**src/rtl/digit_rx_buffer_pkg.sv**
```systemverilog
// rtl/digit_rx_buffer_pkg.sv - shared constants for the digit receive buffer
// Purpose: FSM state codes, digit format bit position and default FIFO depth
//          used by digit_rx_buffer and digit_fifo.
// Ports:   none (package).
package digit_rx_buffer_pkg;

   localparam logic [1:0] ST_WAIT  = 2'd0;
   localparam logic [1:0] ST_CHECK = 2'd1;
   localparam logic [1:0] ST_HOLD  = 2'd2;

   // RCC codes carry 7-bit ASCII; bit 7 set marks a malformed code
   localparam int DIGIT_FMT_BIT = 7;

   localparam int DEFAULT_DEPTH = 8;

endpackage

```
**src/rtl/digit_fifo.sv**
```systemverilog
// rtl/digit_fifo.sv - register-array FIFO holding received ASCII digits
// Purpose: DEPTH-entry FIFO with read-from-head output.
// Ports:   clk, reset      - clock, synchronous active-high reset
//          push, wdata     - write request and 7-bit data
//          pop             - read request (ignored while empty)
//          rdata           - head entry, 0 while empty
//          count           - entries held, 0..DEPTH
//          full, empty     - occupancy status
module digit_fifo
   import digit_rx_buffer_pkg::*;
#(
   parameter int DEPTH = DEFAULT_DEPTH,
   parameter int AW    = 3
) (
   input  logic          clk,
   input  logic          reset,
   input  logic          push,
   input  logic          pop,
   input  logic [6:0]    wdata,
   output logic [6:0]    rdata,
   output logic [AW:0]   count,
   output logic          full,
   output logic          empty
);

   localparam logic [AW:0] FULL_COUNT = (AW+1)'(DEPTH);

   logic [6:0]    mem [DEPTH];
   logic [AW-1:0] wr_ptr;
   logic [AW-1:0] rd_ptr;
   logic          do_push;
   logic          do_pop;

   assign empty   = (count == '0);
   assign full    = (count == FULL_COUNT);
   assign do_pop  = pop & ~empty;
   // a pop in the same cycle frees the slot, so a full FIFO can still take a push
   assign do_push = push & (~full | do_pop);
   assign rdata   = empty ? 7'd0 : mem[rd_ptr];

   always_ff @(posedge clk) begin
      if (do_push) begin
         mem[wr_ptr] <= wdata;
      end
   end

   always_ff @(posedge clk) begin
      if (reset) begin
         wr_ptr <= '0;
         rd_ptr <= '0;
         count  <= '0;
      end else begin
         if (do_push) begin
            wr_ptr <= wr_ptr + 1'b1;
         end
         if (do_pop) begin
            rd_ptr <= rd_ptr + 1'b1;
         end
         case ({do_push, do_pop})
            2'b10:   count <= count + 1'b1;
            2'b01:   count <= count - 1'b1;
            default: count <= count;
         endcase
      end
   end

endmodule

```
**src/rtl/digit_rx_buffer.sv**
```systemverilog
// rtl/digit_rx_buffer.sv - RCC digit strobe receiver with host-side FIFO
// Purpose: detects digit strobes, rejects repeats and malformed codes,
//          queues ASCII digits for the host.
// Ports:   clk, reset                  - clock, synchronous active-high reset
//          digit_clk/data/flag         - RCC digit interface
//          enable                      - accept strobes when 1
//          rd_ready, rd_valid, rd_data - host pop handshake
//          count                       - FIFO occupancy
//          clear_status                - clears the sticky flags
//          overflow, dup_err, fmt_err  - sticky status flags
module digit_rx_buffer
   import digit_rx_buffer_pkg::*;
#(
   parameter int DEPTH = DEFAULT_DEPTH,
   parameter int AW    = 3
) (
   input  logic          clk,
   input  logic          reset,
   input  logic          digit_clk,
   input  logic [7:0]    digit_data,
   input  logic          digit_flag,
   input  logic          enable,
   input  logic          rd_ready,
   output logic          rd_valid,
   output logic [6:0]    rd_data,
   output logic [AW:0]   count,
   input  logic          clear_status,
   output logic          overflow,
   output logic          dup_err,
   output logic          fmt_err
);

   logic       dclk_q;
   logic       rise;
   logic [1:0] state;
   logic [7:0] hold_data;
   logic       hold_flag;
   logic       last_flag;
   logic       fifo_full;
   logic       fifo_empty;
   logic       pop;
   logic       push;
   logic       in_check;
   logic       is_fmt;
   logic       is_dup;
   logic       accept;
   logic       is_ovf;

   assign rise     = digit_clk & ~dclk_q;
   assign pop      = rd_ready & ~fifo_empty;
   assign rd_valid = ~fifo_empty;
   assign in_check = (state == ST_CHECK);

   // format error outranks the duplicate test; a malformed code never touches last_flag
   assign is_fmt = in_check & hold_data[DIGIT_FMT_BIT];
   assign is_dup = in_check & ~hold_data[DIGIT_FMT_BIT] & (hold_flag == last_flag);
   assign accept = in_check & ~hold_data[DIGIT_FMT_BIT] & (hold_flag != last_flag);
   // a dropped digit still counts as seen, so last_flag follows accept, not push
   assign is_ovf = accept & fifo_full & ~pop;
   assign push   = accept & ~is_ovf;

   digit_fifo #(
      .DEPTH (DEPTH),
      .AW    (AW)
   ) u_fifo (
      .clk   (clk),
      .reset (reset),
      .push  (push),
      .pop   (pop),
      .wdata (hold_data[6:0]),
      .rdata (rd_data),
      .count (count),
      .full  (fifo_full),
      .empty (fifo_empty)
   );

   always_ff @(posedge clk) begin
      if (reset) begin
         // dclk_q starts high so a strobe already high at release is not a rise
         dclk_q    <= 1'b1;
         state     <= ST_WAIT;
         hold_data <= '0;
         hold_flag <= 1'b0;
         last_flag <= 1'b0;
         overflow  <= 1'b0;
         dup_err   <= 1'b0;
         fmt_err   <= 1'b0;
      end else begin
         dclk_q <= digit_clk;

         case (state)
            ST_WAIT: begin
               if (rise && enable) begin
                  hold_data <= digit_data;
                  hold_flag <= digit_flag;
                  state     <= ST_CHECK;
               end
            end
            ST_CHECK: begin
               state <= digit_clk ? ST_HOLD : ST_WAIT;
            end
            ST_HOLD: begin
               if (!digit_clk) begin
                  state <= ST_WAIT;
               end
            end
            default: state <= ST_WAIT;
         endcase

         if (accept) begin
            last_flag <= hold_flag;
         end

         // a new event in the clearing cycle wins over the clear
         overflow <= is_ovf | (overflow & ~clear_status);
         dup_err  <= is_dup | (dup_err  & ~clear_status);
         fmt_err  <= is_fmt | (fmt_err  & ~clear_status);
      end
   end

endmodule

```
**config.mk**
```make
export PLATFORM = sky130hd
export DESIGN_NAME = digit_rx_buffer
export DESIGN_NICKNAME = d
export VERILOG_FILES = /design/src/rtl/digit_rx_buffer_pkg.sv /design/src/rtl/digit_fifo.sv /design/src/rtl/digit_rx_buffer.sv
export SDC_FILE = /design/constraint.sdc
export NUM_CORES = 1
export LEC_CHECK = 0
export BUFFER_PORTS_ARGS = -buffer_cell sky130_fd_sc_hd__buf_2
export CAP_MARGIN = 20
export CELL_PAD_IN_SITES_DETAIL_PLACEMENT = 1
export CELL_PAD_IN_SITES_GLOBAL_PLACEMENT = 1
export CORE_UTILIZATION = 45
export DETAILED_ROUTE_END_ITERATION = 6
export PLACE_DENSITY = 0.85
export SKIP_CTS_REPAIR_TIMING = 1
export SLEW_MARGIN = 30
export SYNTH_ARGS = -nofsm -noshare
export SYNTH_HDL_FRONTEND = slang
export SYNTH_SLANG_ARGS = --single-unit
```
**constraint.sdc**
```tcl
create_clock -name clk -period 7.2 [get_ports clk]
set_clock_uncertainty 0.1 [all_clocks]
set_input_delay 1.08 -clock clk [delete_from_list [all_inputs] [get_ports clk]]
set_output_delay 1.08 -clock clk [all_outputs]
set_load 0.02 [all_outputs]
```
==> results of run 1 <==
==> flip-flops by register name, summed over array words and instances, names as in the netlist, 2 cells and up, named ones only <==
name	flops
u_fifo.rd_ptr	3
u_fifo.mem	56
u_fifo.count	4
hold_data	8
u_fifo.wr_ptr	3
state	2
==> cells by family after synthesis <==
kind of cell | share of synthesized area, %
adder cells (fa/ha/maj) | 1.849
buffers and inverters | 1.849
multiplexers | 15.27
XOR/XNOR | 2.293
AO/OA/AOI/OAI | 2.589
flip-flops | 66.86
AND/OR/NAND/NOR | 9.283
==> power by group through the flow <==
| stage | clock network, mW | registers [mW] | logic [mW] |
|---|---|---|---|
| 2_1_floorplan | 0 | 0.529 | 0.00685 |
| 3_3_place_gp | 0 | 0.530 | 0.0120 |
| 3_5_place_dp | 0 | 0.530 | 0.0124 |
| 4_1_cts | 0.321 | 0.519 | 0.0125 |
| 5_1_grt | 0.338 | 0.520 | 0.0136 |
| 6_report | 0.317 | 0.519 | 0.0122 |
==> worst paths after layout <==
kind	from	endpoint	slack (ns)	cells after the start
max reg2reg	state[0]	u_fifo.count[2]	4.43	10
min reg2reg	overflow	overflow	0.40	2
max	flip-flop	rd_data[6]	4.04	4
min	overflow	overflow	0.40	2
==> worst register-to-register path: stages (launching register included) <==
cell	delay, ns
dfxtp_1	0.41
nor3b_1	0.49
o211a_1	0.30
inv_1	0.10
ha_1	0.27
xor2_1	0.17
ha_1	0.18
a21oi_1	0.14
xor2_1	0.09
or3_1	0.31
a21oi_1	0.13
==> routing by layer <==
metal	track usage, %	up-vias
met5	0	-
met4	7.625	0
met3	5.410	8
met2	30.91	42
met1	22.67	958
li1	-	883
==> cell usage in the layout, fill, tap and decap left out, drive strengths merged <==
master     n
edfxtp    56
xor2       6
inv        4
and4b      1
o211a      1
o2111ai    1
ha         5
dfxtp     29
nor3b      3
nand2      6
mux4      14
clkbuf    10
mux2i     19
nand3      1
a32oi      2
or2        1
nor2b      2
nor3       2
a32o       1
nor4b      1
o22ai      1
bufinv     1
buf       29
mux2       1
and2       1
clkinv     4
nand2b     5
clkinvlp   1
o21ai      2
nor2      38
xnor2      2
or3        2
a21oi      5
==> per-stage QoR <==
step | power [mW] | utilization [%] | hold slack [ns]
2_1_floorplan | 0.5363 | - | 0.3618
3_3_place_gp | 0.5421 | 49.73 | 0.3696
3_5_place_dp | 0.5428 | 49.87 | 0.3816
4_1_cts | 0.8530 | 52.37 | 0.4021
5_1_grt | 0.8713 | 52.39 | 0.4477
6_report | 0.8488 | 52.39 | 0.3973
==> cell type report <==
class	count	share of cell area [%]
repair buffers	29	3.820
well taps	99	3.260
clock inverters	6	1.416
clock buffers	10	3.359
multi-input cells	123	28.12
flip-flops and latches	85	59.57
inverters	4	0.4610
==> results.py, run 1 <==
metrics = {
    "outcome": {
        "status": "finished, final reports clean",
    },
    "sta": {
        "clock.fmax_mhz": 316.4,
        "period_needed_ns": 3.161,
        "fin_ws_ns": 4.039,
        "setup_violations": 0,
        "fin_setup_tns_ns": 0,
        "hold_viol": 0,
        "timing.final.crit_share_pct": 43.90,
        "rsz0062_at_grt": "no",
        "tightest_slew_ns": 0.8573,
        "slew_violations": 0,
        "slew-limit-headroom_pct": 42.64,
    },
    "worst_setup_path": {
        "cpPeakStageDelay_ns": 0.66,
        "path_max_fanout": 14,
        "end_kind": "output port",
        "crit_path_start_kind": "flip-flop",
        "cp.required_ns": 6.02,
        "critPathKind": "reg2out",
        "crit_slowest_cell": "dfxtp_2",
        "worstPathCellList": "mux4_2 > mux2i_1 > nor2_1 > buf_2",
        "critPathTopFamily": "multiplexers",
        "worst_ep_arrival_time_ns": 1.98,
        "cp_num_buf_inv": 1,
    },
    "pwr": {
        "peakVddDrop_v": 0.0001491,
        "p_leak_nw": 1.285,
        "clkPwrFrac_pct": 37.4,
        "p_seq_share_pct": 61.2,
        "p_int_mw": 0.6785,
        "swShare_pct": 20.07,
        "p_sw_mw": 0.1703,
        "power_density_nw_per_um2": 223.4,
        "comb_power_share_pct": 1.4,
    },
    "hold_path": {
        "min_path_type": "reg2reg",
    },
    "floorplan": {
        "rows": 31,
        "ioPinCount": 30,
        "core-area_sq_um": 7253,
        "start_util_pct": 46.64,
        "die_height_um": 88.71,
        "die_w_um": 88.71,
        "die-area_sq_um": 7869,
    },
    "clocking": {
        "clkSinkCount": 85,
        "root_buffer": "clkbuf_8",
        "clk_path_buf_depth": 2,
        "clock_latency_ns": 0.35,
        "cts_tree": "built",
        "cts.htree.levels": 3,
        "path_clk_slew_ns": 0.08,
        "numCtsBuffers": 9,
    },
    "routing": {
        "antenna_left": 0,
        "drt-met1-wl_um": 2921,
        "dr_wl_met2_um": 3226,
        "drt_drc_violations_left": 0,
        "highest_layer": "met4",
        "drt-wirelength-per-cell_um": 18.28,
        "viasPerCell": 5.312,
        "first_pass_iters": 4,
        "totalWireLength_um": 6507,
        "num_vias": 1891,
        "drt_iter0_drc": 132,
        "wl_met3_um": 268,
    },
    "place": {
        "dp_slack_ns": 3.975,
        "placed_area_sq_um": 3617,
        "dp.cells": 340,
        "gp_congestion": 0.7012,
        "io_buffers": 29,
        "dp_hpwl_um": 4193,
    },
    "logic_synthesis": {
        "ys_seq_area_share_pct": 66.86,
        "ys_top_cells_by_count": "56 x edfxtp_1, 37 x nor2_1, 29 x dfxtp_1, 19 x mux2i_1, 14 x mux4_2",
        "synth.most_common_cell": "edfxtp_1",
        "yosysTopAreaCell": "edfxtp_1",
        "syn_nets": 241,
        "yosys-top-cells-area": "edfxtp_1 50%, dfxtp_1 17%, mux4_2 9.3%",
        "synthCells": 221,
        "yosysUniqueCellTypes": 36,
        "ys_ff_latch": 85,
        "synthArstFlopShare_pct": 0,
        "synthesis.area_sq_um": 3383,
        "synth_enable_flop_cells": 56,
        "synth_ff_type": "edfxtp_1",
        "synth_top_area_share_pct": 49.70,
        "ys_warn_count": 0,
        "postSynthAreaPerCell_sq_um": 15.31,
    },
    "cells_and_area": {
        "fin_cells": 356,
        "multiInputGateArea_sq_um": 1069,
        "antenna_cells": 0,
        "nFillCells": 741,
        "final_area_sq_um": 3800,
        "area_growth_pct": 12.31,
        "ff_latch_area_sq_um": 2263,
        "num-nets-final": 272,
        "drive_above_1_share_pct": 25.29,
    },
    "global_routing": {
        "grt_pass1_vias": 1909,
        "grt_max_degree": 29,
        "grt_overflow": 0,
        "grtUsageTotal_pct": 18.53,
        "grt_pass1_wl_um": 10030,
        "antenna_found_initial": 0,
    },
    "run": {
        "drv_cap": 0,
    },
}
(Power assumes the default switching activity.)
==> run 2, diff against run 1 <==
--- a/config.mk
+++ b/config.mk
@@ -5,13 +5,14 @@
 export SDC_FILE = /design/constraint.sdc
 export NUM_CORES = 1
 export LEC_CHECK = 0
+export ABC_AREA = 1
 export BUFFER_PORTS_ARGS = -buffer_cell sky130_fd_sc_hd__buf_2
 export CAP_MARGIN = 20
 export CELL_PAD_IN_SITES_DETAIL_PLACEMENT = 1
 export CELL_PAD_IN_SITES_GLOBAL_PLACEMENT = 1
-export CORE_UTILIZATION = 45
+export CORE_UTILIZATION = 42
 export DETAILED_ROUTE_END_ITERATION = 6
-export PLACE_DENSITY = 0.85
+export PLACE_DENSITY = 0.87
 export SKIP_CTS_REPAIR_TIMING = 1
 export SLEW_MARGIN = 30
 export SYNTH_ARGS = -nofsm -noshare
==> constraint.sdc (replaced) <==
create_clock -name clk -period 2.6 [get_ports clk]
set_clock_uncertainty 0.1 [all_clocks]
set_input_delay 0.39 -clock clk [delete_from_list [all_inputs] [get_ports clk]]
set_output_delay 0.39 -clock clk [all_outputs]
set_load 0.02 [all_outputs]
==> run 2 against run 1 <==
Compared with the run above:
- routed wire length rose by 29%
- critical path depth up 4
- critical endpoint is now rd_data[5]
- total power grew to 4.4 times the previous value
- via count grew 33%
- critical path type unchanged
- die area up 9.8%
- flip-flop and latch count stayed put
- final area is 3.9% higher
==> results.py, run 2 <==
metrics = {
    "routing": {
        "viasPerCell": 5.265,
        "drt-wirelength-per-cell_um": 17.62,
        "totalWireLength_um": 8389,
        "first_pass_iters": 4,
        "num_vias": 2506,
        "antenna_left": 0,
        "drt_drc_violations_left": 0,
        "drt_iter0_drc": 171,
    },
    "global_routing": {
        "grt_max_degree": 29,
        "antenna_found_initial": 0,
        "grt_pass1_vias": 2593,
        "grtUsageTotal_pct": 21.17,
        "grt_pass1_wl_um": 13460,
        "grt_overflow": 0,
    },
    "cells_and_area": {
        "final_area_sq_um": 3948,
        "antenna_cells": 0,
        "drive_above_1_share_pct": 18.72,
        "num-nets-final": 389,
        "final_cell_mix": "81 x nor2_1, 56 x edfxtp_1, 45 x o21ai_0, 29 x buf_2, 28 x dfxtp_1",
        "largest_reg_flops": 56,
        "area_growth_pct": 13.65,
        "nFillCells": 908,
        "top_register": "u_fifo.mem",
        "final_common_cell": "nor2_1",
        "top_regs": "u_fifo.mem: 56 flops, hold_data: 8 flops, u_fifo.count: 4 flops",
    },
    "floorplan": {
        "start_util_pct": 44.26,
        "die_height_um": 92.94,
        "rows": 32,
        "ioPinCount": 30,
        "die-area_sq_um": 8638,
        "die_w_um": 92.94,
        "core-area_sq_um": 7848,
    },
    "sta": {
        "rsz0062_at_grt": "no",
        "clock.fmax_mhz": 425.6,
        "setup_violations": 0,
        "period_needed_ns": 2.350,
        "slew-limit-headroom_pct": 56.43,
        "tightest_slew_ns": 0.6527,
        "hold_viol": 0,
        "slew_violations": 0,
        "timing.final.crit_share_pct": 90.37,
        "fin_setup_tns_ns": 0,
    },
    "place": {
        "io_buffers": 29,
        "placed_area_sq_um": 3759,
        "dp_hpwl_um": 6032,
        "gp_congestion": 0.8089,
    },
    "hold_path": {
        "min_path_type": "in2reg",
    },
    "logic_synthesis": {
        "ys_ff_latch": 85,
        "ys_seq_area_share_pct": 65.13,
        "syn_nets": 349,
        "yosysTopAreaCell": "edfxtp_1",
        "synth_ff_type": "edfxtp_1",
        "yosysUniqueCellTypes": 35,
        "synth.most_common_cell": "nor2_1",
        "yosys-top-cells-area": "edfxtp_1 48%, dfxtp_1 17%, nor2_1 8.8%",
        "synth_enable_flop_cells": 56,
        "synthesis.area_sq_um": 3473,
        "synth_top_area_share_pct": 48.41,
        "synthArstFlopShare_pct": 0,
        "ys_top_cells_by_count": "81 x nor2_1, 56 x edfxtp_1, 45 x o21ai_0, 29 x dfxtp_1, 25 x nand2_1",
        "ys_warn_count": 0,
        "postSynthAreaPerCell_sq_um": 10.56,
        "synthCells": 329,
    },
    "worst_setup_path": {
        "worst_ep_arrival_time_ns": 1.86,
        "crit_path_start_kind": "flip-flop",
        "path_max_fanout": 19,
        "critPathKind": "reg2out",
        "cp.required_ns": 2.11,
        "end_kind": "output port",
    },
    "clocking": {
        "clock_latency_ns": 0.35,
        "clkSinkCount": 85,
        "cts_tree": "built",
        "path_clk_slew_ns": 0.09,
        "root_buffer": "clkbuf_8",
        "numCtsBuffers": 9,
        "clk_path_buf_depth": 2,
        "cts.htree.levels": 3,
    },
    "outcome": {
        "status": "finished, final reports clean",
    },
    "pwr": {
        "power_density_nw_per_um2": 952.6,
        "p_leak_nw": 1.493,
        "peakVddDrop_v": 0.0003524,
    },
    "run": {
        "drv_cap": 0,
    },
}
run 2: changes by cell type in the layout (fill, tap and decap cells not counted), moves of 14 or more:
cell | before | now
o21ai_0 | 2 | 45
mux2i_1 | 19 | 0
mux4_2 | 14 | 0
nor2_1 | 37 | 81
nand2_1 | 6 | 25
inv_1 | 3 | 17
run 2: cells by family after synthesis:
group | Yosys count | synth area share, %
compound gates | 74 | 11.71
xor+xnor | 4 | 1.009
fa+ha+maj | 5 | 1.801
buf+inv | 32 | 4.503
flops | 85 | 65.13
simple gates | 129 | 15.85
run 2: critical path, stage by stage, from the launching register on:
cell and delay [ns]:
dfxtp_2 0.44, buf_4 0.26, nor2_1 0.10, nor2_1 0.12
o21ai_0 0.10, o211ai_1 0.12, nand2_1 0.09, nor2_1 0.11
buf_2 0.18
run 2: power by group:
group | switching [mW] | internal [mW] | leakage [nW]
registers | 0.0949 | 1.50 | 0.750
clock network | 0.498 | 0.359 | 0.0906
logic | 0.888 | 0.424 | 0.652
total | 1.48 | 2.28 | 1.49
run 2: final timing paths:
check / start / endpoint / slack [ns] / depth (start not counted)
setup / recovery: flip-flop / rd_data[5] / 0.25 / 8
hold / removal: digit_clk / dclk_q / 0.16 / 2
setup reg to reg: u_fifo.count[0] / u_fifo.count[2] / 0.35 / 13
hold reg to reg: fmt_err / fmt_err / 0.37 / 2
run 2: through the flow:
stage	utilization, %	cells	hold slack, ns	worst slack (ns)	power, mW
6_report	50.30	476	0.1621	0.2504	3.760
5_1_grt	50.30	476	0.1740	0.05440	3.989
4_1_cts	50.19	476	0.1560	0.1021	3.762
3_5_place_dp	47.90	460	0.3555	0.3265	2.907
3_3_place_gp	47.90	460	0.3582	0.4766	2.840
2_1_floorplan	-	329	0.3470	0.4297	2.524
run 2: layout make-up:
type                       count  area, sq um  share of cell area [%]
sequential                    85         2263                   57.34
multi-input combinational    212         1062                   26.91
timing repair buffer          40        227.7                   5.769
tap                          102        127.6                   3.233
clock buffer                   9        123.9                   3.138
inverter                      21        86.33                   2.187
clock inverter                 7        56.30                   1.426
run 2: metal layers:
metal | wire length, um | GRT usage, %
met2 | 4481 | 37.68
met5 | 0 | 0
met3 | 275 | 3.284
met4 | 137 | 8.974
met1 | 3496 | 25.30
==> run 3, diff against run 2 <==
--- a/config.mk
+++ b/config.mk
@@ -5,14 +5,13 @@
 export SDC_FILE = /design/constraint.sdc
 export NUM_CORES = 1
 export LEC_CHECK = 0
-export ABC_AREA = 1
 export BUFFER_PORTS_ARGS = -buffer_cell sky130_fd_sc_hd__buf_2
 export CAP_MARGIN = 20
 export CELL_PAD_IN_SITES_DETAIL_PLACEMENT = 1
 export CELL_PAD_IN_SITES_GLOBAL_PLACEMENT = 1
-export CORE_UTILIZATION = 42
+export CORE_UTILIZATION = 44
 export DETAILED_ROUTE_END_ITERATION = 6
-export PLACE_DENSITY = 0.87
+export PLACE_DENSITY = 0.86
 export SKIP_CTS_REPAIR_TIMING = 1
 export SLEW_MARGIN = 30
 export SYNTH_ARGS = -nofsm -noshare
==> run 3 against run 2 <==
Compared with the run above:
- final area rose by 0.44%
- cell count fell by 22%
- fmax fell by 6.7%
- non-clock buffer count rose by 5
- first-iteration DRC count fell by 41%
- sequential share of layout area fell by 0.064 points
==> results.py, run 3 (same netlist as run 1, synthesis figures left out) <==
metrics = {
    "routing": {
        "num_vias": 1948,
        "antenna_left": 0,
        "drt_drc_violations_left": 0,
        "drt-wirelength-per-cell_um": 18.86,
        "first_pass_iters": 4,
        "totalWireLength_um": 7016,
        "drt_iter0_drc": 101,
        "viasPerCell": 5.237,
    },
    "run": {
        "drv_cap": 0,
    },
    "sta": {
        "clock.fmax_mhz": 397.0,
        "slew_violations": 0,
        "period_needed_ns": 2.519,
        "setup_violations": 0,
        "fin_setup_tns_ns": 0,
        "fin_ws_ns": 0.08137,
        "tightest_slew_ns": 0.5856,
        "hold_viol": 0,
        "slew-limit-headroom_pct": 60.93,
        "timing.final.crit_share_pct": 96.87,
    },
    "cells_and_area": {
        "drive_above_1_share_pct": 32.97,
        "final_cell_mix": "56 x edfxtp_1, 37 x nor2_1, 29 x buf_2, 26 x dfxtp_1, 19 x mux2i_1",
        "final_common_cell": "edfxtp_1",
        "top_register": "u_fifo.mem",
        "largest_reg_flops": 56,
        "multiInputGateArea_sq_um": 1089,
        "antenna_cells": 0,
        "num-nets-final": 288,
        "nFillCells": 721,
        "area_growth_pct": 17.20,
        "top_regs": "u_fifo.mem: 56 flops, hold_data: 8 flops, u_fifo.count: 4 flops",
        "ff_latch_area_sq_um": 2271,
    },
    "clocking": {
        "cts.htree.levels": 3,
        "path_clk_slew_ns": 0.09,
        "cts_tree": "built",
        "clk_path_buf_depth": 2,
        "root_buffer": "clkbuf_8",
        "numCtsBuffers": 9,
        "clkSinkCount": 85,
        "clock_latency_ns": 0.35,
    },
    "global_routing": {
        "antenna_found_initial": 0,
        "grtUsageTotal_pct": 19.23,
        "grt_pass1_vias": 2022,
        "grt_pass1_wl_um": 10750,
        "grt_overflow": 0,
        "grt_max_degree": 29,
    },
    "worst_setup_path": {
        "timing.rr.end": "u_fifo.count[2]",
        "crit_slowest_cell": "or3_4",
        "r2r_setup_slack_ns": 0.08,
        "cp_num_buf_inv": 1,
        "reg2reg_from": "u_fifo.count[1]",
        "critPathKind": "reg2reg",
        "crit_cells": 10,
        "crit_path_start_kind": "flip-flop",
        "startpoint": "u_fifo.count[1]",
        "ff2ff_path_depth": 10,
        "critPathTopFamily": "simple AND/OR/NAND/NOR gates",
        "end_kind": "flip-flop",
        "cpPeakStageDelay_ns": 0.43,
        "cp.required_ns": 2.77,
        "path_max_fanout": 8,
        "setup.worst_path.end": "u_fifo.count[2]",
        "worstPathCellList": "or3_4 > o211a_4 > inv_2 > ha_4 > xor2_1 > ha_2 > a21oi_2 > xor2_1 > or3_1 > a21oi_2",
        "worst_ep_arrival_time_ns": 2.69,
    },
    "floorplan": {
        "start_util_pct": 46.15,
        "die_w_um": 89.69,
        "rows": 31,
        "core-area_sq_um": 7331,
        "ioPinCount": 30,
        "die_height_um": 89.69,
        "die-area_sq_um": 8044,
    },
    "place": {
        "gp_congestion": 0.7251,
        "dp_slack_ns": 0.009820,
        "io_buffers": 29,
        "dp_hpwl_um": 5028,
    },
    "pwr": {
        "peakVddDrop_v": 0.0004045,
        "comb_power_share_pct": 1.5,
        "clkPwrFrac_pct": 38.8,
        "p_sw_mw": 0.5075,
        "power_density_nw_per_um2": 606.5,
        "p_int_mw": 1.897,
        "p_seq_share_pct": 59.7,
        "p_leak_nw": 1.386,
        "swShare_pct": 21.11,
    },
    "hold_path": {
        "min_path_type": "in2reg",
    },
    "outcome": {
        "status": "finished, final reports clean",
    },
}
-- run 3: cell count changes in the layout (fill, tap and decap cells not counted), sizes merged, moves of 7 or more --
cell / previous run / this run
inv: 22 / 6
nor2: 83 / 38
o211ai: 8 / 0
mux4: 0 / 14
o21ai: 46 / 2
mux2i: 0 / 19
a21oi: 13 / 5
nand2: 28 / 6
nand3: 8 / 1
-- run 3: worst min path at each step --
| stage | from | to | slack, ns | cells after the start |
|---|---|---|---|---|
| 5_1_grt | digit_clk | dclk_q | 0.16 | 2 |
| 3_5_place_dp | fmt_err | fmt_err | 0.39 | 2 |
| 2_1_floorplan | u_fifo.wr_ptr[0] | u_fifo.wr_ptr[0] | 0.36 | 2 |
| 3_3_place_gp | dup_err | dup_err | 0.37 | 2 |
| 6_report | digit_clk | dclk_q | 0.16 | 2 |
| 4_1_cts | digit_clk | dclk_q | 0.16 | 2 |
-- run 3: through the flow --
stage	cell area [sq um]	std cells	utilization (%)	total power [mW]	hold WS, ns
6_report	3965	372	54.09	2.405	0.1617
5_1_grt	3965	372	54.09	2.484	0.1577
4_1_cts	3934	370	53.66	2.419	0.1550
3_5_place_dp	3735	354	50.95	1.504	0.3885
3_3_place_gp	3735	354	50.95	1.501	0.3686
2_1_floorplan	3406	221	-	1.484	0.3618
-- run 3: final cells by class --
| cell class | count | share of cell area [%] |
|---|---|---|
| flip-flops and latches | 85 | 57.27 |
| repair buffers | 45 | 6.690 |
| well taps | 99 | 3.124 |
| inverters | 4 | 0.4418 |
| clock inverters | 6 | 1.799 |
| clock buffers | 10 | 3.219 |
| multi-input cells | 123 | 27.45 |
-- run 3: metal layers --
| layer | up-vias | GRT usage [%] | share of wire (%) |
|---|---|---|---|
| met3 | 10 | 2.925 | 3.0 |
| met1 | 988 | 22.90 | 42 |
| met2 | 41 | 34.09 | 53 |
| met4 | 0 | 9.380 | 1.5 |
| met5 | - | 0 | 0 |
| li1 | 909 | - | - |
-- run 3: power groups by stage --
stage	Combinational, mW	Clock (mW)	Sequential, mW
floorplan	0.0191	0	1.47
CTS	0.0356	0.946	1.44
detailed placement	0.0354	0	1.47
finish	0.0357	0.933	1.44
global placement	0.0341	0	1.47
global route	0.0395	1.01	1.44
